--- src/rtl/line_feeder_pkg.sv ---
// Shared state encodings, counter-width helpers and credit limit for line_stream_feeder.
package line_feeder_pkg;

  localparam int CREDIT_MAX = 3;

  typedef logic [2:0] stateT;

  localparam stateT IDLE     = 3'd0;
  localparam stateT PRIME    = 3'd1;
  localparam stateT WAIT     = 3'd2;
  localparam stateT LINE     = 3'd3;
  localparam stateT PAD_WAIT = 3'd4;
  localparam stateT PAD      = 3'd5;
  localparam stateT DONE     = 3'd6;

  function automatic int cntWidth(input int n);
    return (n > 1) ? $clog2(n) : 1;
  endfunction

  function automatic int lineCntWidth(input int height, input int pad);
    return $clog2(height + pad + 1);
  endfunction

endpackage

--- src/rtl/intr_credit_counter.sv ---
// Registers the core interrupt, detects its rising edge and keeps a saturating
// count of lines the core is ready to accept.
module intr_credit_counter
  import line_feeder_pkg::*;
(
  input  logic       clk,
  input  logic       rst,
  input  logic       clr,
  input  logic       intr,
  input  logic       consume,
  output logic [1:0] credits
);

  logic intrQ;
  logic intrQ2;
  logic rise;

  assign rise = intrQ && !intrQ2;

  // An edge that coincides with a consume cancels out, so no edge is ever lost.
  always_ff @(posedge clk) begin
    if (rst) begin
      intrQ   <= 1'b0;
      intrQ2  <= 1'b0;
      credits <= 2'd0;
    end else begin
      intrQ  <= intr;
      intrQ2 <= intrQ;
      if (clr) begin
        credits <= 2'd0;
      end else if (rise && !consume && credits != 2'(CREDIT_MAX)) begin
        credits <= credits + 2'd1;
      end else if (!rise && consume && credits != 2'd0) begin
        credits <= credits - 2'd1;
      end
    end
  end

endmodule

--- src/rtl/line_stream_feeder.sv ---
// Streams raster pixels from a frame source into the line-buffer core: primes it,
// then sends one line per core interrupt, then appends zero padding lines.
//
// state    | meaning
// IDLE     | waiting for i_start
// PRIME    | sending the first lines back to back
// WAIT     | waiting for a credit to send the next image line
// LINE     | sending one image line from the source
// PAD_WAIT | waiting for a credit to send a padding line, or for drain
// PAD      | sending one all-zero line
// DONE     | frame complete, cycle count frozen
module line_stream_feeder
  import line_feeder_pkg::*;
#(
  parameter int IMG_WIDTH   = 3840,
  parameter int IMG_HEIGHT  = 2160,
  parameter int PRIME_LINES = 4,
  parameter int PAD_LINES   = 2,
  parameter int DATA_W      = 8
) (
  input  logic                                             axi_clk,
  input  logic                                             axi_reset,
  input  logic                                             i_start,
  input  logic [DATA_W-1:0]                                i_src_data,
  input  logic                                             i_src_valid,
  output logic                                             o_src_ready,
  output logic [DATA_W-1:0]                                o_data,
  output logic                                             o_data_valid,
  input  logic                                             i_data_ready,
  input  logic                                             i_intr,
  output logic                                             o_busy,
  output logic                                             o_done,
  output logic [lineCntWidth(IMG_HEIGHT, PAD_LINES)-1:0]   o_line_cnt,
  output logic [31:0]                                      o_cycle_cnt
);

  localparam int PIX_W     = cntWidth(IMG_WIDTH);
  localparam int LINE_W    = lineCntWidth(IMG_HEIGHT, PAD_LINES);
  localparam int PRIME_EFF = (IMG_HEIGHT <= PRIME_LINES) ? IMG_HEIGHT : PRIME_LINES;

  localparam logic [PIX_W-1:0]  LAST_PIX   = PIX_W'(IMG_WIDTH - 1);
  localparam logic [LINE_W-1:0] IMG_LINES  = LINE_W'(IMG_HEIGHT);
  localparam logic [LINE_W-1:0] ALL_LINES  = LINE_W'(IMG_HEIGHT + PAD_LINES);
  localparam logic [LINE_W-1:0] PRIME_LAST = LINE_W'(PRIME_EFF - 1);
  // A short image is fully consumed by priming and goes straight to padding.
  localparam stateT PRIME_NEXT = (IMG_HEIGHT <= PRIME_LINES) ? PAD_WAIT : WAIT;

  stateT            state;
  stateT            stateNxt;
  logic [PIX_W-1:0] pixCnt;
  logic [1:0]       credits;
  logic             creditAvail;
  logic             consume;
  logic             startGo;
  logic             srcPhase;
  logic             padPhase;
  logic             canLoad;
  logic             load;
  logic             lineEnd;
  logic             cycleRun;

  assign srcPhase    = (state == PRIME) || (state == LINE);
  assign padPhase    = (state == PAD);
  assign canLoad     = !o_data_valid || i_data_ready;
  assign o_src_ready = srcPhase && canLoad;
  assign load        = (o_src_ready && i_src_valid) || (padPhase && canLoad);
  assign lineEnd     = load && (pixCnt == LAST_PIX);
  assign startGo     = i_start && ((state == IDLE) || (state == DONE));
  assign creditAvail = (credits != 2'd0);
  assign cycleRun    = (state == WAIT) || (state == LINE) || (state == PAD_WAIT) || (state == PAD);
  assign o_busy      = (state != IDLE) && (state != DONE);
  assign o_done      = (state == DONE);

  intr_credit_counter uCredits (
    .clk     (axi_clk),
    .rst     (axi_reset),
    .clr     (startGo),
    .intr    (i_intr),
    .consume (consume),
    .credits (credits)
  );

  always_comb begin
    stateNxt = state;
    consume  = 1'b0;
    case (state)
      IDLE, DONE: begin
        if (i_start) stateNxt = PRIME;
      end
      PRIME: begin
        if (lineEnd && o_line_cnt == PRIME_LAST) stateNxt = PRIME_NEXT;
      end
      WAIT: begin
        if (o_line_cnt >= IMG_LINES) begin
          stateNxt = PAD_WAIT;
        end else if (creditAvail) begin
          consume  = 1'b1;
          stateNxt = LINE;
        end
      end
      LINE: begin
        if (lineEnd) stateNxt = WAIT;
      end
      PAD_WAIT: begin
        if (o_line_cnt < ALL_LINES) begin
          if (creditAvail) begin
            consume  = 1'b1;
            stateNxt = PAD;
          end
        end else if (!o_data_valid) begin
          stateNxt = DONE;
        end
      end
      PAD: begin
        if (lineEnd) stateNxt = PAD_WAIT;
      end
      default: stateNxt = IDLE;
    endcase
  end

  always_ff @(posedge axi_clk) begin
    if (axi_reset) begin
      state        <= IDLE;
      pixCnt       <= '0;
      o_line_cnt   <= '0;
      o_cycle_cnt  <= '0;
      o_data       <= '0;
      o_data_valid <= 1'b0;
    end else begin
      state <= stateNxt;
      // An unloaded register slot drains, so starvation shows up as a valid gap.
      if (canLoad) begin
        o_data_valid <= load;
        if (load) o_data <= padPhase ? '0 : i_src_data;
      end
      if (startGo) begin
        pixCnt      <= '0;
        o_line_cnt  <= '0;
        o_cycle_cnt <= '0;
      end else begin
        if (load) pixCnt <= lineEnd ? '0 : pixCnt + PIX_W'(1);
        if (lineEnd) o_line_cnt <= o_line_cnt + LINE_W'(1);
        if (cycleRun) o_cycle_cnt <= o_cycle_cnt + 32'd1;
      end
    end
  end

endmodule

--- config.mk ---
export PLATFORM = sky130hd
export DESIGN_NAME = line_stream_feeder
export DESIGN_NICKNAME = d
export VERILOG_FILES = /design/src/rtl/line_feeder_pkg.sv /design/src/rtl/intr_credit_counter.sv /design/src/rtl/line_stream_feeder.sv
export SDC_FILE = /design/constraint.sdc
export NUM_CORES = 1
export LEC_CHECK = 0
export BUFFER_PORTS_ARGS = -buffer_cell sky130_fd_sc_hd__buf_2
export CAP_MARGIN = 40
export CORE_ASPECT_RATIO = 0.9
export CORE_MARGIN = 2
export CORE_UTILIZATION = 55
export CTS_CLUSTER_SIZE = 16
export DETAILED_ROUTE_END_ITERATION = 8
export PLACE_DENSITY_LB_ADDON = 0.2
export SYNTH_ARGS = -nofsm -noshare
export SYNTH_HDL_FRONTEND = slang
export SYNTH_HIERARCHICAL = 1
export SYNTH_SLANG_ARGS = --single-unit
--- constraint.sdc ---
create_clock -name axi_clk -period 2.38 [get_ports axi_clk]
set_input_delay 0.238 -clock axi_clk [delete_from_list [all_inputs] [get_ports axi_clk]]
set_output_delay 0.238 -clock axi_clk [all_outputs]
set_load 0.01 [all_outputs]
; ---- Word level (Yosys, flattened, before mapping)
; Index checks and enable logic that the tools add are counted.
[word_totals]
reg_bits = 72
inputBits = 14
[classes]
n_mux = 18
n_reduce_logical = 31
order_cmp = 2
n_addsub = 5
n_eq_ne = 17
[op_table]
columns = cell, n
row1 = 32-bit by 1-bit adder with 32-bit output (second input constant), 1
row2 = 3-bit two-way mux, 9
row3 = 12-bit by 1-bit adder with 12-bit output (second input constant), 2
row4 = 3-bit case mux with 6 select lines, 1
row5 = 12-bit == test (second input constant), 1
row6 = 12-bit by 2-bit == test with 1-bit output (second input constant), 1
row7 = 12-bit greater-or-equal comparator (second input constant), 1
row8 = 1-bit logical AND, 12
row9 = 12-bit less-than comparator (second input constant), 1
row10 = 12-bit two-way mux, 1
row11 = 3-bit == test (second input constant), 3
row12 = 8-bit two-way mux, 1
row13 = 1-bit logical OR, 7
row14 = 7-bit AND reduction, 1
row15 = 3-bit by 2-bit == test with 1-bit output (second input constant), 2
row16 = 2-bit inequality test (second input constant), 3
row17 = 3-bit by 2-bit inequality test with 1-bit output (second input constant), 2
row18 = 3-bit inequality test (second input constant), 2
row19 = 1-bit logical NOT, 4
row20 = 2-bit two-way mux, 2
row21 = 2-bit by 1-bit inequality test with 1-bit output (second input constant), 2
row22 = 2-bit nonzero test, 2
row23 = 2-bit OR reduction, 2
row24 = 3-bit by 1-bit == test with 1-bit output (second input constant), 1
row25 = other kinds (7), 9

; ---- Depth between registers and ports, before layout
; Gate-level depths: netlist of the first run.
[logic_depth]
depth_word = 9
depth_mapped = 8

; ---- Hierarchy
; The synthesis of the first run kept the hierarchy.
[modules_own_cells]
columns = module, n_inst, cells_each, area_per_inst_um2
row1 = line_stream_feeder, 1, 396, 3278.1
row2 = intr_credit_counter, 1, 18, 193.9

; ---- Worst setup path after synthesis of the first run
; OpenSTA, ideal clock, no wires.
[synth_path]
path_kind = flip-flop to flip-flop
from = register o_cycle_cnt[3]
to = register o_cycle_cnt[31]
stages_incl_launch_ff = 7
arrival_ps = 2036
setup_slack_ps = 284
path_cell_list = dfxtp_1 -> and4_1 -> nand3_1 -> or4_1 -> clkbuf_1 -> or4_1 -> nand2_1
[synth_via]
elab_chain_cells = 1
[synth_rtl]
columns = item, line_no
row1 = "start, declared", line_stream_feeder.sv:34  ; output logic [31:0] o_cycle_cnt
row2 = "start signal, assigned", line_stream_feeder.sv:143  ; if (cycleRun) o_cycle_cnt <= o_cycle_cnt + 32'd1;
row3 = 32-bit by 1-bit adder with 32-bit output, line_stream_feeder.sv:143
; No other way between the ends.
; A chain may end at the register's enable or synchronous reset.

; ---- Final worst setup path of the first run
[layout_path]
from = register o_cycle_cnt[14]
to = register o_cycle_cnt[31]
; Same word-level chain as after synthesis.

==> metrics.txt, run 1 <==
clock input transition at the sequential cells of the worst setup and hold paths=0.07 ns; number of DRC markers in iteration 0=154; number of warning messages in the yosys log=6; cell type with the highest aggregate area in the netlist=sky130_fd_sc_hd__dfxtp_1; number of hold violations in the final report=0; origin of the critical flop-to-flop path=o_cycle_cnt[14]; setup tns final=0 ns; endpoint with the worst hold slack=uCredits/intrQ; Pint=1920 µW; capturing point of the worst reg2reg path=o_cycle_cnt[31]; worst path setup slack after routing=0.147 ns; classification of the worst setup path=register to register; sink count of the clock tree=72; Remaining DRCs=0; global-route wire length before repair=13600 µm; cells on worst reg2reg path=5; Worst R2R Setup Slack=0.15 ns; combinational cell fraction of total power=22.4%; cell depth of the worst hold path=2; vias per inst=5.52; highest net fanout along the worst path=9; setup repair after global routing missed its margin=no; chip height=79.4 µm; Switching Power=835 µW; worst relative slew slack=75.7%; buffers from clock root to sink, at most=2; clock tree from TritonCTS=built; TritonCTS Buffers=9; final worst path period need=2.23 ns; Diodes inserted=0; Post-synth EDFFs=0; main combinational cell family by area after synthesis=simple AND/OR/NAND/NOR gates; clock latency at the later pin of the worst-skew pair=0.34 ns; register area share after synthesis=41.5%; number of library cell types mapped by synthesis=49; core region area=6110 µm²; area share of the largest cell type after synthesis=41.5%; horizontal die dimension=87.8 µm; portion of netlist area occupied by mux cells=0.865%; antenna violations before repair=0; Max Transition Viols Final=0; Post-layout nets=516; initial standard-cell utilization of the core=56.8%; syn_nets=432; Seq pwr share=47.4%; proportion of layout cells with a drive suffix above 1=22.6%; length of the first detailed-routing pass in iterations=4; Crit. End Element=register; adder and majority cell fraction of the synthesized area=1.44%; transition time at the pin with the least slew margin=0.356 ns; placement-stage worst setup slack=0.187 ns; Area contributors post-synth=sky130_fd_sc_hd__dfxtp_1, sky130_fd_sc_hd__xnor2_1, sky130_fd_sc_hd__nand2_1; number of port buffers=69; maximum number of pins on one net before global-route repair=31; hold buffer count at CTS=0; vias after detailed routing=3243; Die Area=6970 µm²; fraction of synthesis flops using an asynchronous set or reset pin=0%; overall global routing resource usage=24.3%; grt total ovfl=0; worst clock skew=0.00598 ns; power per standard cell area=661 nW/µm²; layout-stage area growth over the synthesis result=20.0%; Hold Path Class=input pin to register; count of nets left with antenna violations after detail routing=0; flop and latch count out of synthesis=72; setup violation total in the final timing report=0; via count of the first global-routing pass=2989; type of origin of the critical path=register; total of max-cap violations=0; area share of xor/xnor cells in the synthesized design=8.36%; share of synthesized cell area in and, or, nand and nor gates=30.9%; Syn Area/Cell=8.39 µm²; Synth Area in Compound Gates=13.4%; placed inst area=4000 µm²; Top-Level Pins=70; leakage power of the design=0.00160 µW; Sw Ratio=30.3%; primary flip-flop cell chosen by synthesis mapping=sky130_fd_sc_hd__dfxtp_1; Commonest cells post-synth=sky130_fd_sc_hd__dfxtp_1, sky130_fd_sc_hd__nand2_1, sky130_fd_sc_hd__nor2_1; estimated wirelength of the detail-placed design=5640 µm; drt wl/cell=13.3 µm; signal arrival time at the worst endpoint=2.51 ns; final estimated routing congestion in global placement=0.862; Cell Rows=27; maximum frequency from static timing analysis=448 MHz; CTS H-tree depth=3; Worst Path Required=2.66 ns; peak supply drop=0.000457 V; root buffer cell=sky130_fd_sc_hd__clkbuf_8; gate count after technology mapping=414; final cell area excluding filler cells=4170 µm²; Clk pwr share=30.2%; min-delay src=i_intr; Post-Route WL=7820 µm; area of the mapped netlist=3470 µm²; most instantiated library cell after synthesis=sky130_fd_sc_hd__dfxtp_1; Final Cycle Share=93.8%; outcome=finished clean
==> layout by cell type, fill, tap and decap left out, types with 13 or more instances in the layout <==
master / count
sky130_fd_sc_hd__a21oi_1: 28
sky130_fd_sc_hd__buf_2: 69
sky130_fd_sc_hd__buf_4: 19
sky130_fd_sc_hd__dfxtp_1: 72
sky130_fd_sc_hd__inv_1: 15
sky130_fd_sc_hd__nand2_1: 50
sky130_fd_sc_hd__nand3_1: 30
sky130_fd_sc_hd__nor2_1: 39
sky130_fd_sc_hd__nor4_1: 13
sky130_fd_sc_hd__or3_1: 17
sky130_fd_sc_hd__xnor2_1: 23
==> how the worst max path moves through the flow <==
stage,from,end,slack [ns]
after floorplan,o_cycle_cnt[3],o_cycle_cnt[31],0.28
after global placement,state[2],state[1],0.28
after global routing,o_cycle_cnt[14],o_cycle_cnt[31],0.03
final,o_cycle_cnt[14],o_cycle_cnt[31],0.15
after detailed placement,o_cycle_cnt[14],o_cycle_cnt[31],0.19
after CTS,o_cycle_cnt[14],o_cycle_cnt[31],0.16
==> through the flow <==
| stage | total power (µW) | util, % | hold WS (ns) | instances |
|---|---|---|---|---|
| 3_5_place_dp | 1940 | 65.5 | 0.446 | 574 |
| 5_1_grt | 2900 | 68.1 | 0.130 | 587 |
| 6_report | 2750 | 68.1 | 0.110 | 587 |
| 4_1_cts | 2770 | 68.1 | 0.102 | 587 |
| 2_1_floorplan | 1730 | - | 0.310 | 414 |
| 3_3_place_gp | 1920 | 65.5 | 0.436 | 574 |
==> kinds of logic (layout without fill, tap and decap cells) <==
kind of cell | count (synthesis) | count (layout)
compound gates | 70 | 70
xor+xnor | 31 | 31
fa+ha+maj | 4 | 4
buf+inv | 30 | 116
flops | 72 | 72
mux | 3 | 3
simple gates | 204 | 204
==> flip-flops by register name (all words and copies together) (netlist names), 2 cells and up <==
| signal | cells |
|---|---|
| o_data | 8 |
| o_line_cnt | 12 |
| uCredits/credits | 2 |
| pixCnt | 12 |
| state | 3 |
| o_cycle_cnt | 32 |
==> critical path, cell delays in order (launching register included) <==
cell and delay, ns:
sky130_fd_sc_hd__dfxtp_1 0.42, sky130_fd_sc_hd__and4_1 0.30, sky130_fd_sc_hd__nand3_1 0.16, sky130_fd_sc_hd__or4_1 0.69, sky130_fd_sc_hd__or4_1 0.52, sky130_fd_sc_hd__nand2_1 0.09
==> repair_timing <==
action,CTS,global route
resized for setup,0,2
buffers inserted,0,0
endpoints found under the setup margin,0,3
==> final cells by class <==
| class | count | area [µm²] |
|---|---|---|
| Clock inverter | 1 | 5.00 |
| Tap cell | 87 | 109 |
| Sequential cell | 72 | 1440 |
| Inverter | 15 | 56.3 |
| Fill cell | 499 | 1950 |
| Clock buffer | 12 | 155 |
| Multi-Input combinational cell | 312 | 1910 |
| Timing Repair Buffer | 88 | 488 |
==> power groups by stage <==
| stage | Sequential [µW] | Clock [µW] | Combinational (µW) |
|---|---|---|---|
| 2_1_floorplan | 1320 | 0 | 415 |
| 3_3_place_gp | 1330 | 0 | 596 |
| 3_5_place_dp | 1330 | 0 | 609 |
| 4_1_cts | 1300 | 852 | 611 |
| 5_1_grt | 1310 | 904 | 686 |
| 6_report | 1310 | 831 | 617 |
==> per-layer routing <==
metal	track usage, %	part of all wire, %
met1	34.1	48
met4	5.85	0.74
met2	37.0	46
met5	0	0
met3	6.72	5.7
No activity file was read; power rests on OpenSTA's default activity.
==> run 2: changes to the inputs <==
--- a/config.mk
+++ b/config.mk
@@ -13,6 +13,7 @@
 export CTS_CLUSTER_SIZE = 16
 export DETAILED_ROUTE_END_ITERATION = 8
 export PLACE_DENSITY_LB_ADDON = 0.2
+export SETUP_SLACK_MARGIN = 0.2
 export SYNTH_ARGS = -nofsm -noshare
 export SYNTH_HDL_FRONTEND = slang
 export SYNTH_HIERARCHICAL = 1
==> run 2 against run 1 <==
Clock-buffer cell count did not move; final area rose by 1.2%; sequential share of layout area fell by 0.33 points; via count rose by 0.86%; maximum frequency rose by 7.6%; non-clock buffer count rose by 3; critical endpoint is now uCredits/credits[0].
==> metrics.txt, run 2 (same netlist as run 1, synthesis figures left out) <==
outcome=finished clean; Max Transition Viols Final=0; Crit. End Element=register; Post-layout nets=519; Post-Route WL=7930 µm; worst clock skew=0.00705 ns; met2 GRT Util=37.0%; horizontal die dimension=87.8 µm; number of port buffers=69; highest net fanout along the worst path=6; global-route wire length before repair=13600 µm; Multi-input gate area=1940 µm²; sink count of the clock tree=72; largest registers=o_cycle_cnt: 32 flops, o_line_cnt: 12 flops, pixCnt: 12 flops; share of the core filled with cells=69.0%; grt total ovfl=0; most crowded layer after global routing=met2; max incr delay on CP=0.44 ns; worst relative slew slack=75.8%; list of cells traversed by the critical path=nand4_1 -> o21ai_2 -> a21oi_1 -> o21a_1 -> or2_1 -> o22a_1 -> a311oi_2; CTS H-tree depth=3; core region area=6110 µm²; Diodes inserted=0; Cell Rows=27; Die Area=6970 µm²; Top-Level Pins=70; signal arrival time at the worst endpoint=2.33 ns; number of DRC markers in iteration 0=153; setup tns final=0 ns; vias per inst=5.54; length of the first detailed-routing pass in iterations=5; buffers from clock root to sink, at most=2; post-route total power=2760 µW; transition time at the pin with the least slew margin=0.354 ns; leakage power of the design=0.00163 µW; master of the slowest instance on the critical path=sky130_fd_sc_hd__dfxtp_1; initial standard-cell utilization of the core=56.8%; estimated wirelength of the detail-placed design=5640 µm; Worst Path Required=2.63 ns; Largest register FFs=32; proportion of layout cells with a drive suffix above 1=24.7%; root buffer cell=sky130_fd_sc_hd__clkbuf_8; met1 track demand over resource=34.3%; type of origin of the critical path=register; chip height=79.4 µm; clock input transition at the sequential cells of the worst setup and hold paths=0.07 ns; overall global routing resource usage=24.3%; count of nets left with antenna violations after detail routing=0; number of fill cells=496; final estimated routing congestion in global placement=0.862; antenna violations before repair=0; clock tree from TritonCTS=built; classification of the worst setup path=register to register; TritonCTS Buffers=9; worst path setup slack after routing=0.304 ns; placement-stage worst setup slack=0.187 ns; setup violation total in the final timing report=0; number of hold violations in the final report=0; final worst path period need=2.08 ns; top library cells by usage in the layout, fill and taps aside=sky130_fd_sc_hd__buf_2, sky130_fd_sc_hd__dfxtp_1, sky130_fd_sc_hd__nand2_1; Remaining DRCs=0; worst hold-check slack=0.110 ns; peak supply drop=0.000455 V; layout-stage area growth over the synthesis result=21.4%; drt wl/cell=13.4 µm; maximum number of pins on one net before global-route repair=31; met3 routing resource usage after global routing=6.72%; power per standard cell area=655 nW/µm²; setup repair after global routing missed its margin=yes; clock latency at the later pin of the worst-skew pair=0.34 ns; total of max-cap violations=0; sequential standard cell area=1450 µm²; Hold Path Class=input pin to register; Top reg by flops=o_cycle_cnt; Final Cycle Share=87.2%; maximum frequency from static timing analysis=482 MHz; vias after detailed routing=3271; via count of the first global-routing pass=2993
==> run 2: cell types whose count changed in the layout (fill, tap and decap cells not counted), moves of 2 or more <==
cell / before / now
sky130_fd_sc_hd__buf_4: 19 / 22
sky130_fd_sc_hd__dfxtp_1: 72 / 69
sky130_fd_sc_hd__dfxtp_2: 0 / 3
sky130_fd_sc_hd__or4_1: 10 / 8
sky130_fd_sc_hd__or4_4: 0 / 2
==> run 2: final timing paths <==
| path | start | to | slack, ns | cells past startpoint |
|---|---|---|---|---|
| worst max-delay path | o_line_cnt[11] | uCredits/credits[0] | 0.30 | 7 |
| worst min-delay path | i_intr | uCredits/intrQ | 0.11 | 2 |
| worst max register to register | o_line_cnt[11] | uCredits/credits[0] | 0.30 | 7 |
| worst min register to register | o_data[3] | o_data[3] | 0.45 | 2 |
==> run 2: area by class of cell <==
type / instances / area share (%)
inverter: 15 / 1.34
tap: 87 / 2.58
multi-input combinational: 312 / 45.9
clock buffer: 12 / 3.68
clock inverter: 1 / 0.119
sequential: 72 / 34.3
timing repair buffer: 91 / 12.1
==> run 2: per-layer routing <==
layer / vias to the layer above / part of all wire [%]
met1: 1510 / 47
met2: 103 / 46
met3: 8 / 6.5
met4: 0 / 0.82
li1: 1650 / -
met5: - / 0
==> run 2: repair_timing <==
item / CTS / global route
pin swaps: 0 / 4
hold buffers: 0 / 0
endpoints found under the setup margin: 1 / 48
buffers inserted: 0 / 3
resized for setup: 1 / 10
==> run 2: report_power, final <==
| part | leakage (µW) | internal (µW) | switching [µW] |
|---|---|---|---|
| registers | 0.000583 | 1250 | 53.1 |
| clock network | 0.0000842 | 417 | 416 |
| logic | 0.000962 | 253 | 369 |
| total | 0.00163 | 1920 | 837 |
==> run 2: metrics by stage <==
stage | std cells | cell area, µm²
2_1_floorplan | 414 | 3470
3_3_place_gp | 574 | 4000
3_5_place_dp | 574 | 4000
4_1_cts | 587 | 4170
5_1_grt | 590 | 4220
6_report | 590 | 4220
==> run 2: worst max-delay path, delay by kind of cell, from the launching register on <==
| family | cells | cell delay, ns |
|---|---|---|
| AO/OA/AOI/OAI | 5 | 1.01 |
| AND/OR/NAND/NOR | 2 | 0.54 |
| flip-flops | 1 | 0.44 |
==> run 3: changes to the inputs <==
--- a/config.mk
+++ b/config.mk
@@ -7,7 +7,7 @@
 export LEC_CHECK = 0
 export BUFFER_PORTS_ARGS = -buffer_cell sky130_fd_sc_hd__buf_2
 export CAP_MARGIN = 40
-export CORE_ASPECT_RATIO = 0.9
+export CORE_ASPECT_RATIO = 1.5
 export CORE_MARGIN = 2
 export CORE_UTILIZATION = 55
 export CTS_CLUSTER_SIZE = 16
==> run 3 against run 2 <==
Sequential cell count stayed put; clock-buffer cell count did not move; worst hold slack worse by 0.0077 ns; global-route usage up 1.1 points; critical endpoint is now o_line_cnt[7]; highest routed layer unchanged.
==> metrics.txt, run 3 (same netlist as run 1, synthesis figures left out) <==
TritonCTS Buffers=9; Cell Rows=35; final worst path period need=2.12 ns; combinational cell fraction of total power=18.7%; peak supply drop=0.000698 V; met1 track demand over resource=29.3%; CP Capture Point=o_line_cnt[7]; horizontal die dimension=68.9 µm; power per standard cell area=737 nW/µm²; Top-Level Pins=70; total of max-cap violations=0; clock input transition at the sequential cells of the worst setup and hold paths=0.07 ns; overall global routing resource usage=25.4%; Top reg by flops=o_cycle_cnt; Final Cycle Share=89.1%; Diodes inserted=0; signal arrival time at the worst endpoint=2.41 ns; Clk pwr share=39.3%; maximum number of pins on one net before global-route repair=31; number of fill cells=498; vias after detailed routing=3316; Hold Path Class=input pin to register; maximum frequency from static timing analysis=472 MHz; Multi-input gate area=1940 µm²; setup tns final=0 ns; Crit. End Element=register; estimated wirelength of the detail-placed design=5930 µm; vias per inst=5.74; Post-Route WL=8410 µm; Remaining DRCs=0; largest registers=o_cycle_cnt: 32 flops, o_line_cnt: 12 flops, pixCnt: 12 flops; Sw Ratio=28.1%; leakage power of the design=0.00168 µW; Die Area=6980 µm²; outcome=finished clean; worst hold-check slack=0.102 ns; Worst Path Required=2.68 ns; global-route wire length before repair=13700 µm; length of the first detailed-routing pass in iterations=5; number of port buffers=69; initial standard-cell utilization of the core=56.6%; Max Transition Viols Final=0; Switching Power=892 µW; most crowded layer after global routing=met2; count of nets left with antenna violations after detail routing=0; Seq pwr share=42.0%; chip height=101 µm; capturing point of the worst reg2reg path=o_line_cnt[7]; origin of the critical flop-to-flop path=state[1]; proportion of layout cells with a drive suffix above 1=24.8%; drt wl/cell=14.5 µm; clock latency at the later pin of the worst-skew pair=0.35 ns; antenna violations before repair=0; met3 routing resource usage after global routing=6.56%; setup repair after global routing missed its margin=yes; clock tree from TritonCTS=built; root buffer cell=sky130_fd_sc_hd__clkbuf_8; worst path setup slack after routing=0.261 ns; worst clock skew=0.00956 ns; leading cell type in the layout, fill and taps excluded=sky130_fd_sc_hd__buf_2; core region area=6130 µm²; Largest register FFs=32; met2 GRT Util=43.3%; setup violation total in the final timing report=0; worst relative slew slack=74.5%; CP Launch Point=state[1]; grt total ovfl=0; share of the core filled with cells=70.2%; highest net fanout along the worst path=8; Post-layout nets=517; sequential standard cell area=1450 µm²; cells on worst reg2reg path=5; final estimated routing congestion in global placement=0.841; buffers from clock root to sink, at most=2; Pint=2280 µW; placement-stage worst setup slack=0.123 ns; post-route total power=3170 µW; top library cells by usage in the layout, fill and taps aside=sky130_fd_sc_hd__buf_2, sky130_fd_sc_hd__dfxtp_1, sky130_fd_sc_hd__nand2_1; classification of the worst setup path=register to register; via count of the first global-routing pass=3063; layout-stage area growth over the synthesis result=23.9%; type of origin of the critical path=register; CTS H-tree depth=3; number of DRC markers in iteration 0=173; hold buffer count at CTS=0; transition time at the pin with the least slew margin=0.373 ns; number of hold violations in the final report=0; Worst R2R Setup Slack=0.26 ns; sink count of the clock tree=72
run 3: cell types whose count changed in the layout (fill, tap and decap cells not counted), sizes merged:
cell / before / now
bufinv: 0 / 3
buf: 91 / 89
run 3: repair_timing:
item / in CTS / in global routing
buffers inserted: 0 / 3
endpoints found under the hold margin: 0 / 0
setup endpoints to repair: 16 / 42
gates resized for setup: 2 / 10
pin swaps: 1 / 4
run 3: layout make-up:
type / count / area share [%]
Multi-Input combinational cell: 312 / 45.2
Sequential cell: 72 / 33.7
Timing Repair Buffer: 89 / 11.5
Clock buffer: 12 / 3.84
Clock inverter: 4 / 2.30
Tap cell: 74 / 2.15
Inverter: 15 / 1.31
run 3: power groups by stage:
stage	Clock [µW]	Combinational [µW]	Sequential (µW)
final	1240	593	1330
after global routing	1320	654	1340
after CTS	1260	589	1330
after detailed placement	0	581	1360
after global placement	0	566	1350
after floorplan	0	415	1320
run 3: worst max-delay path, cell delays in order, from the launching register on:
cell	delay (ns)
sky130_fd_sc_hd__dfxtp_2	0.39
sky130_fd_sc_hd__nand2b_1	0.25
sky130_fd_sc_hd__a2111oi_4	0.50
sky130_fd_sc_hd__nand4_2	0.31
sky130_fd_sc_hd__or4_1	0.53
sky130_fd_sc_hd__nand2_1	0.08
run 3: metrics by stage:
| step | instance area, µm² | std cells |
|---|---|---|
| after detailed placement | 3970 | 559 |
| final | 4300 | 578 |
| after CTS | 4240 | 575 |
| after global routing | 4300 | 578 |
| after floorplan | 3470 | 414 |
| after global placement | 3970 | 559 |
run 3: worst min-delay path by stage:
stage,from,to,slack (ns),cells after the start
after floorplan,axi_reset,uCredits/intrQ,0.31,1
after global placement,o_data[7],o_data[7],0.44,2
after detailed placement,o_data[1],o_data[1],0.44,2
after CTS,i_intr,uCredits/intrQ,0.1,2
after global routing,i_intr,uCredits/intrQ,0.10,2
final,i_intr,uCredits/intrQ,0.10,2
run 3: per-layer routing:
| metal | vias up | part of all wire [%] |
|---|---|---|
| li1 | 1646 | - |
| met1 | 1551 | 42 |
| met3 | 20 | 4.5 |
| met2 | 99 | 51 |
| met4 | 0 | 2.4 |
| met5 | - | 0 |
